$ cat src/rtl/add_sub_pkg.sv
// rtl/add_sub_pkg.sv - shared types and constants for the add_sub block
//
// Purpose: flag bundle produced by the arithmetic core and the default
// operand width used by add_sub and add_sub_core.
package add_sub_pkg;

  localparam int DEFAULT_WIDTH = 8;

  typedef struct packed {
    logic carry;     // add: carry-out, sub: borrow
    logic overflow;  // signed overflow
    logic zero;      // result == 0
    logic negative;  // result MSB
  } add_sub_flags_t;

endpackage

$ cat src/rtl/add_sub_core.sv
// rtl/add_sub_core.sv - combinational single-adder add/subtract with flags
//
// Purpose: computes a+b or a-b modulo 2^WIDTH and the status flags.
// Ports:
//   a, b    in  WIDTH  operands
//   sub     in  1      0 = add, 1 = subtract
//   result  out WIDTH  sum or difference
//   flags   out 4      carry/borrow, overflow, zero, negative
module add_sub_core
  import add_sub_pkg::*;
#(
  parameter int WIDTH = DEFAULT_WIDTH
) (
  input  logic [WIDTH-1:0] a,
  input  logic [WIDTH-1:0] b,
  input  logic             sub,
  output logic [WIDTH-1:0] result,
  output add_sub_flags_t   flags
);

  logic [WIDTH-1:0] b_eff;
  logic [WIDTH:0]   sum;

  // Subtraction is a + ~b + 1, so one adder serves both operations.
  assign b_eff  = b ^ {WIDTH{sub}};
  assign sum    = {1'b0, a} + {1'b0, b_eff} + {{WIDTH{1'b0}}, sub};
  assign result = sum[WIDTH-1:0];

  // Raw carry of a + ~b + 1 is the inverse of borrow, hence the XOR.
  assign flags.carry    = sum[WIDTH] ^ sub;
  // Overflow when the effective operands share a sign and the result does not.
  assign flags.overflow = (a[WIDTH-1] == b_eff[WIDTH-1]) &&
                          (result[WIDTH-1] != a[WIDTH-1]);
  assign flags.zero     = (result == '0);
  assign flags.negative = result[WIDTH-1];

endmodule

$ cat src/rtl/add_sub.sv
// rtl/add_sub.sv - adder/subtractor with registered result and status
//
// Purpose: combinational add/sub with flags plus a one-cycle registered copy.
// Optional sticky flags are built when ADD_SUB_STICKY_EN is defined.
// Ports:
//   clk, rst         in   clock, synchronous active-high reset
//   a, b, sub        in   operands and operation select
//   en               in   capture enable for the registered stage
//   result           out  combinational result
//   carry_or_borrow  out  carry (add) or borrow (sub)
//   overflow, zero, negative  out  combinational status
//   result_q, carry_q out registered result and carry/borrow
//   valid_q          out  high the cycle after a capture
//   clr_sticky       in   (ADD_SUB_STICKY_EN) clear sticky flags, wins over set
//   sticky_carry, sticky_ovf  out  (ADD_SUB_STICKY_EN) accumulated flags
module add_sub
  import add_sub_pkg::*;
#(
  parameter int WIDTH = DEFAULT_WIDTH
) (
  input  logic             clk,
  input  logic             rst,
  input  logic [WIDTH-1:0] a,
  input  logic [WIDTH-1:0] b,
  input  logic             sub,
  input  logic             en,
  output logic [WIDTH-1:0] result,
  output logic             carry_or_borrow,
  output logic             overflow,
  output logic             zero,
  output logic             negative,
  output logic [WIDTH-1:0] result_q,
  output logic             carry_q,
`ifdef ADD_SUB_STICKY_EN
  input  logic             clr_sticky,
  output logic             sticky_carry,
  output logic             sticky_ovf,
`endif
  output logic             valid_q
);

  add_sub_flags_t flags;

  add_sub_core #(.WIDTH(WIDTH)) u_core (
    .a      (a),
    .b      (b),
    .sub    (sub),
    .result (result),
    .flags  (flags)
  );

  assign carry_or_borrow = flags.carry;
  assign overflow        = flags.overflow;
  assign zero            = flags.zero;
  assign negative        = flags.negative;

  logic [WIDTH-1:0] result_d;
  logic             carry_d;
  logic             valid_d;

  always_comb begin
    result_d = result_q;
    carry_d  = carry_q;
    valid_d  = 1'b0;
    if (en) begin
      result_d = result;
      carry_d  = flags.carry;
      valid_d  = 1'b1;
    end
  end

  always_ff @(posedge clk) begin
    if (rst) begin
      result_q <= '0;
      carry_q  <= 1'b0;
      valid_q  <= 1'b0;
    end else begin
      result_q <= result_d;
      carry_q  <= carry_d;
      valid_q  <= valid_d;
    end
  end

`ifdef ADD_SUB_STICKY_EN
  logic sticky_carry_q, sticky_carry_d;
  logic sticky_ovf_q, sticky_ovf_d;

  always_comb begin
    sticky_carry_d = sticky_carry_q;
    sticky_ovf_d   = sticky_ovf_q;
    if (clr_sticky) begin
      sticky_carry_d = 1'b0;
      sticky_ovf_d   = 1'b0;
    end else if (en) begin
      sticky_carry_d = sticky_carry_q | flags.carry;
      sticky_ovf_d   = sticky_ovf_q | flags.overflow;
    end
  end

  always_ff @(posedge clk) begin
    if (rst) begin
      sticky_carry_q <= 1'b0;
      sticky_ovf_q   <= 1'b0;
    end else begin
      sticky_carry_q <= sticky_carry_d;
      sticky_ovf_q   <= sticky_ovf_d;
    end
  end

  assign sticky_carry = sticky_carry_q;
  assign sticky_ovf   = sticky_ovf_q;
`endif

endmodule

$ cat config.mk
export PLATFORM = sky130hd
export DESIGN_NAME = add_sub
export DESIGN_NICKNAME = d
export VERILOG_FILES = /design/src/rtl/add_sub_pkg.sv /design/src/rtl/add_sub_core.sv /design/src/rtl/add_sub.sv
export SDC_FILE = /design/constraint.sdc
export NUM_CORES = 1
export LEC_CHECK = 0
export CAP_MARGIN = 20
export CORE_MARGIN = 2
export CORE_UTILIZATION = 44
export DETAILED_ROUTE_END_ITERATION = 7
export GPL_TIMING_DRIVEN = 1
export PLACE_DENSITY = 0.81
export SLEW_MARGIN = 20
export SYNTH_ARGS = -nofsm -noshare
export SYNTH_HDL_FRONTEND = slang
export SYNTH_SLANG_ARGS = --single-unit
$ cat constraint.sdc
create_clock -name clk -period 6.4 [get_ports clk]
set_input_delay 0.64 -clock clk [delete_from_list [all_inputs] [get_ports clk]]
set_output_delay 0.64 -clock clk [all_outputs]
set_load 0.02 [all_outputs]
==> Yosys cells after proc, flatten, opt, wreduce, memory -nomap -nowiden <==
Cells that the tools add are included.
{ "totals": {"ff_bits": 10, "in_bits": 20, "out_inout_bits": 22, "elab_cells": 12} }
{ "op_classes": {"add_sub_neg": 2, "n_eq_ne": 2, "muxes": 1, "n_bitwise": 2, "n_reduce_logical": 2} }
{ "op_table": {"columns": ["cell", "n"], "rows": [
  ["8-bit by 8-bit adder with 9-bit output", 1],
  ["9-bit by 1-bit adder with 9-bit output", 1],
  ["8-bit logical NOT", 1],
  ["8-bit XOR", 1],
  ["1-bit == test", 1],
  ["1-bit logical AND", 1],
  ["1-bit two-way mux", 1],
  ["1-bit inequality test", 1],
  ["1-bit XOR", 1]
]} }

==> Longest topological paths before layout <==
{ "logic_depth": {"ltp_word": 5, "mapped_depth": 8, "mapped_depth_nobuf": 7} }

==> Modules after synthesis <==
From an unflattened synthesis, not the netlist that was laid out.
{ "unflattened": {"hier_cells": 93, "area_unflattened_um2": 858.3} }
{ "by_module_without_submodules": {"columns": ["mod", "n_inst", "cells_per_inst", "area_each_um2", "seq_area_each_um2"], "rows": [
  ["add_sub_core", 1, 62, 511.7, 0.0],
  ["add_sub", 1, 31, 346.6, 200.2]
]} }

==> Worst setup path after synthesis <==
OpenSTA, ideal clock, no wires.
{ "synth_timing": {"kind": "input -> output", "start": "input sub", "end": "output zero", "t_arrival_ns": 2.873, "required_time_ns": 5.760, "path_slack_ns": 2.887, "path_stages": 8, "path_buffers": 1, "path_cell_list": "clkbuf_1 xor2_1 ha_1 a21oi_1 or2_1 nand3_2 o311a_1 nor4b_2"} }
{ "synth_via": {"elab_chain_cells": 4} }
{ "synth_rtl": {"columns": ["item", "line", "source"], "rows": [
  ["from (decl)", "add_sub.sv:25", "input logic sub,"],
  ["8-bit XOR", "add_sub_core.sv:25", "assign b_eff = b ^ {WIDTH{sub}};"],
  ["8-bit by 8-bit adder with 9-bit output", "add_sub_core.sv:26", "assign sum = {1'b0, a} + {1'b0, b_eff} + {{WIDTH{1'b0}}, sub};"],
  ["9-bit by 1-bit adder with 9-bit output *", "add_sub_core.sv:26", null],
  ["via negative", "add_sub.sv:31", "output logic negative,"],
  ["8-bit logical NOT *", "add_sub_core.sv:34", "assign flags.zero = (result == '0);"],
  ["to (decl)", "add_sub.sv:30", "output logic zero,"]
]} }
Mark *: on every way through the listed nets, which the timed path passes. The rest lies on a longest branch.

==> Worst setup path in the final report <==
{ "layout_timing": {"start": "input sub", "end": "output zero"} }
{ "layout_via": {"elab_chain_cells": 4} }
{ "layout_rtl": {"columns": ["item", "line"], "rows": [
  ["8-bit XOR", "add_sub_core.sv:25"],
  ["8-bit by 8-bit adder with 9-bit output", "add_sub_core.sv:26"],
  ["9-bit by 1-bit adder with 9-bit output *", "add_sub_core.sv:26"],
  ["8-bit logical NOT *", "add_sub_core.sv:34"]
]} }
Mark *: on every way between the ends. The rest lies on a longest branch, timed or not.

==> summary.txt <==
Outcome
  • Status: finished clean

Critical path
  • Crit path max-delay cell type: clkdlybuf4s50_1
  • Worst endpoint data arrival time: around 3.8 ns
  • R2r startpoint: carry_q$_SDFFE_PP0P_
  • Max incr delay on CP: slightly below 0.7 ns
  • CP Max Fanout: 11
  • CP Depth: 8
  • Crit path to: zero
  • Reg2reg setup slack: around 5.7 ns
  • Crit path buf inv count: 2
  • Worst setup path start: sub
  • Critical Path End Type: primary output
  • Reg2reg path depth: 2
  • CP Class: primary input to primary output
  • Startpoint types: primary input
  • CP required: approximately 5.8 ns
  • Crit path top cell by count: clkdlybuf4s50_1
  • Family with the most delay on the worst path: buffers and inverters
  • Worst path cell trace: clkdlybuf4s50_1 > mux2_4 > fa_1 > a21oi_2 > nor3_1 > or3_4 > nor4b_2 > clkdlybuf4s50_1
  • Reg2reg end: carry_q$_SDFFE_PP0P_

Clocking
  • Clk slew on worst S/H paths: approximately 0.060 ns
  • # clock sinks: 10
  • Latest clock arrival within the worst-skew pair: roughly 0.26 ns
  • Hold buffer count at CTS: 0
  • Longest Clk Path Bufs: 2
  • Post-CTS setup buffer count: 0
  • Num CTS Buffers: 3
  • TritonCTS clock tree: built
  • Clock root cell: clkbuf_4
  • Post-cts sizing count: 0
  • CTS H-tree lvls: 1

Routing
  • Initial DRC Count: 32
  • Final ANT Viol Nets: 0
  • Routed vias: just under 900
  • Residual DRC: 0
  • WL final: roughly 2200 um
  • Avg Vias per Cell: 5.32
  • First-pass DRT Iterations: 4
  • Routed len/inst: approximately 13 um

Finish
  • Final instance area: 1370 um^2
  • Finished Layout Cells: between 150 and 200
  • Total area of sequential cells: about 200 um^2
  • Final nets: 172
  • Filler Cells Inserted: about 170
  • Area grow syn2layout: 48.6%
  • Area of the multi-input gates: around 700 um^2
  • Share of layout cells above drive strength 1: 0.0922
  • # diodes: 0

Power
  • Lkg Pwr: between 0.0005 and 0.0006 uW
  • Worst vdd ir: 0.244 mV
  • Power Dens Cells: about 230 nW/um^2

Placement
  • Dpl cells: around 170
  • PortBufs: between 40 and 50
  • Dpl cell area: between 1000 and 1500 um^2
  • HPWL after detailed placement: about 1700 um
  • Placer congestion estimate: just over 0.7

Floorplan
  • Die Ht: about 50 um
  • Die width: between 40 and 50 um
  • Row count: 16
  • Ports placed on the boundary: 42
  • Full die area: 2480 um^2
  • Core area: just under 2000 um^2
  • Initial Util: 0.470

Job
  • Max_cap viols: 0

Timing
  • Final Skew: 0 ns
  • Max-slew headroom: 0.647
  • Achievable Freq: approximately 0.23 GHz
  • Fin crit share: 0.690
  • RSZ-0062 raised after global routing: no
  • Worst-margin pin slew: ~0.53 ns
  • Fin crit period: around 4.4 ns
  • Worst hold slack: just under 0.5 ns
  • Max Slew Vio Count: 0
  • Finish-stage setup viols: 0
  • Final setup TNS: 0 ns
  • Hold Fails Final Rpt: 0

Logic synthesis
  • Seq/Total Area, Yosys: 0.217
  • Post-synthesis cell type count: 44
  • Ys Warns: 0
  • Ys async rst share: 0
  • Synthesized area per cell: 9.13 um^2
  • Seq cells post-synth: 10
  • Top FF cell, synth: dfxtp_1
  • Syn_nets: 130
  • Mapped Area: ~920 um^2
  • Synth Instances: around 100
  • Post-synth EDFFs: 0

Global routing
  • Largest net degree at the start of global routing: 13
  • Initial antenna violation count: 0
  • Congestion Overflow GR: 0
  • Number of global-route vias before repair: 832
  • First-pass GRT wire length: ~3700 um
  • GRT Util Overall: 0.189

Worst hold path
  • Tightest Hold Check Type: flop to flop
  • Worst Hold Launch: result_q[2]$_SDFFE_PP0P_
[worst min-delay path, cell delays in order, from the launching register on]
cell	delay, ns
dfxtp_1	0.32
mux2i_1	0.06
nor2_1	0.07
[power by group]
group	total, uW	leakage [uW]	switching (uW)	internal [uW]
registers	73.2	0.0000827	3.23	69.9
logic	193	0.000474	99.7	93.7
clock network	42.7	0.0000138	21.0	21.7
total	309	0.000571	124	185
[state kept, by name, indices dropped and copies added, names as in the netlist]
register and cells:
result_q 8, carry_q 1, valid_q 1
[metal layers]
layer | part of all wire | routed length [um] | up-vias | global-route usage
met5 | 0 | 0 | - | 0
met4 | 0 | 0 | 0 | 0.0139
met3 | 0.056 | 123 | 0 | 0.0606
met2 | 0.51 | 1120 | 32 | 0.327
met1 | 0.43 | 941 | 411 | 0.237
li1 | - | - | 451 | -
[Yosys cell counts (2+ instances only)]
| cell type | n | area [um^2] |
|---|---|---|
| clkbuf_1 | 3 | 11.3 |
| ha_1 | 8 | 100 |
| a21o_1 | 4 | 30.0 |
| a31oi_1 | 2 | 12.5 |
| xnor2_1 | 2 | 17.5 |
| dfxtp_1 | 10 | 200 |
| nor3_1 | 2 | 10.0 |
| nand2_1 | 2 | 7.51 |
| nand3_2 | 2 | 20.0 |
| nand3_1 | 2 | 10.0 |
| nand2b_1 | 2 | 12.5 |
| nor2_1 | 8 | 30.0 |
| a21oi_2 | 2 | 17.5 |
| nor3b_1 | 2 | 15.0 |
| xor2_1 | 10 | 87.6 |
| nor2b_1 | 2 | 12.5 |
| mux2i_1 | 6 | 60.1 |
| a21oi_1 | 3 | 15.0 |
| inv_1 | 4 | 15.0 |
[how the worst min path moves through the flow]
stage | depth (start not counted) | endpoint
3_5_place_dp | 2 | result_q[0]$_SDFFE_PP0P_
3_3_place_gp | 2 | result_q[0]$_SDFFE_PP0P_
5_1_grt | 2 | result_q[5]$_SDFFE_PP0P_
6_report | 2 | result_q[2]$_SDFFE_PP0P_
4_1_cts | 2 | result_q[2]$_SDFFE_PP0P_
2_1_floorplan | 2 | carry_q$_SDFFE_PP0P_
[placed cells by master (no fill, tap or decap), drive strengths merged, types with 2 or more instances in the layout]
cell type | netlist | layout
nor3 | 2 | 2
clkbuf | 3 | 3
nor2b | 2 | 2
a21o | 4 | 4
a21oi | 5 | 5
mux2i | 6 | 6
nand3 | 4 | 4
nor2 | 8 | 8
nor3b | 2 | 2
a31oi | 2 | 2
xnor2 | 2 | 2
clkdlybuf4s50 | 0 | 41
xor2 | 10 | 10
mux2 | 2 | 2
ha | 8 | 8
or3 | 2 | 2
dfxtp | 10 | 10
nand2 | 2 | 2
inv | 4 | 4
nand2b | 2 | 2
[cell families after synthesis]
logic type | after synthesis | synth area share
AO/OA/AOI/OAI | 22 | 0.186
XOR/XNOR | 12 | 0.114
adder cells (fa/ha/maj) | 9 | 0.130
buffers and inverters | 8 | 0.0366
flip-flops | 10 | 0.217
multiplexers | 8 | 0.0936
AND/OR/NAND/NOR | 32 | 0.223
[stage by stage]
stage	util	setup WS [ns]	total power [uW]
finish	0.698	1.99	309
global route	0.698	1.76	330
CTS	0.698	1.94	312
detailed placement	0.687	1.94	268
global placement	0.687	1.99	265
floorplan	-	2.89	193
[area by class of cell]
type / count / share of cell area
Inverter: 4 / 0.0110
Multi-Input combinational cell: 83 / 0.502
Clock buffer: 3 / 0.0164
Sequential cell: 10 / 0.146
Timing Repair Buffer: 41 / 0.300
Tap cell: 27 / 0.0247
(Power assumes the default switching activity.)
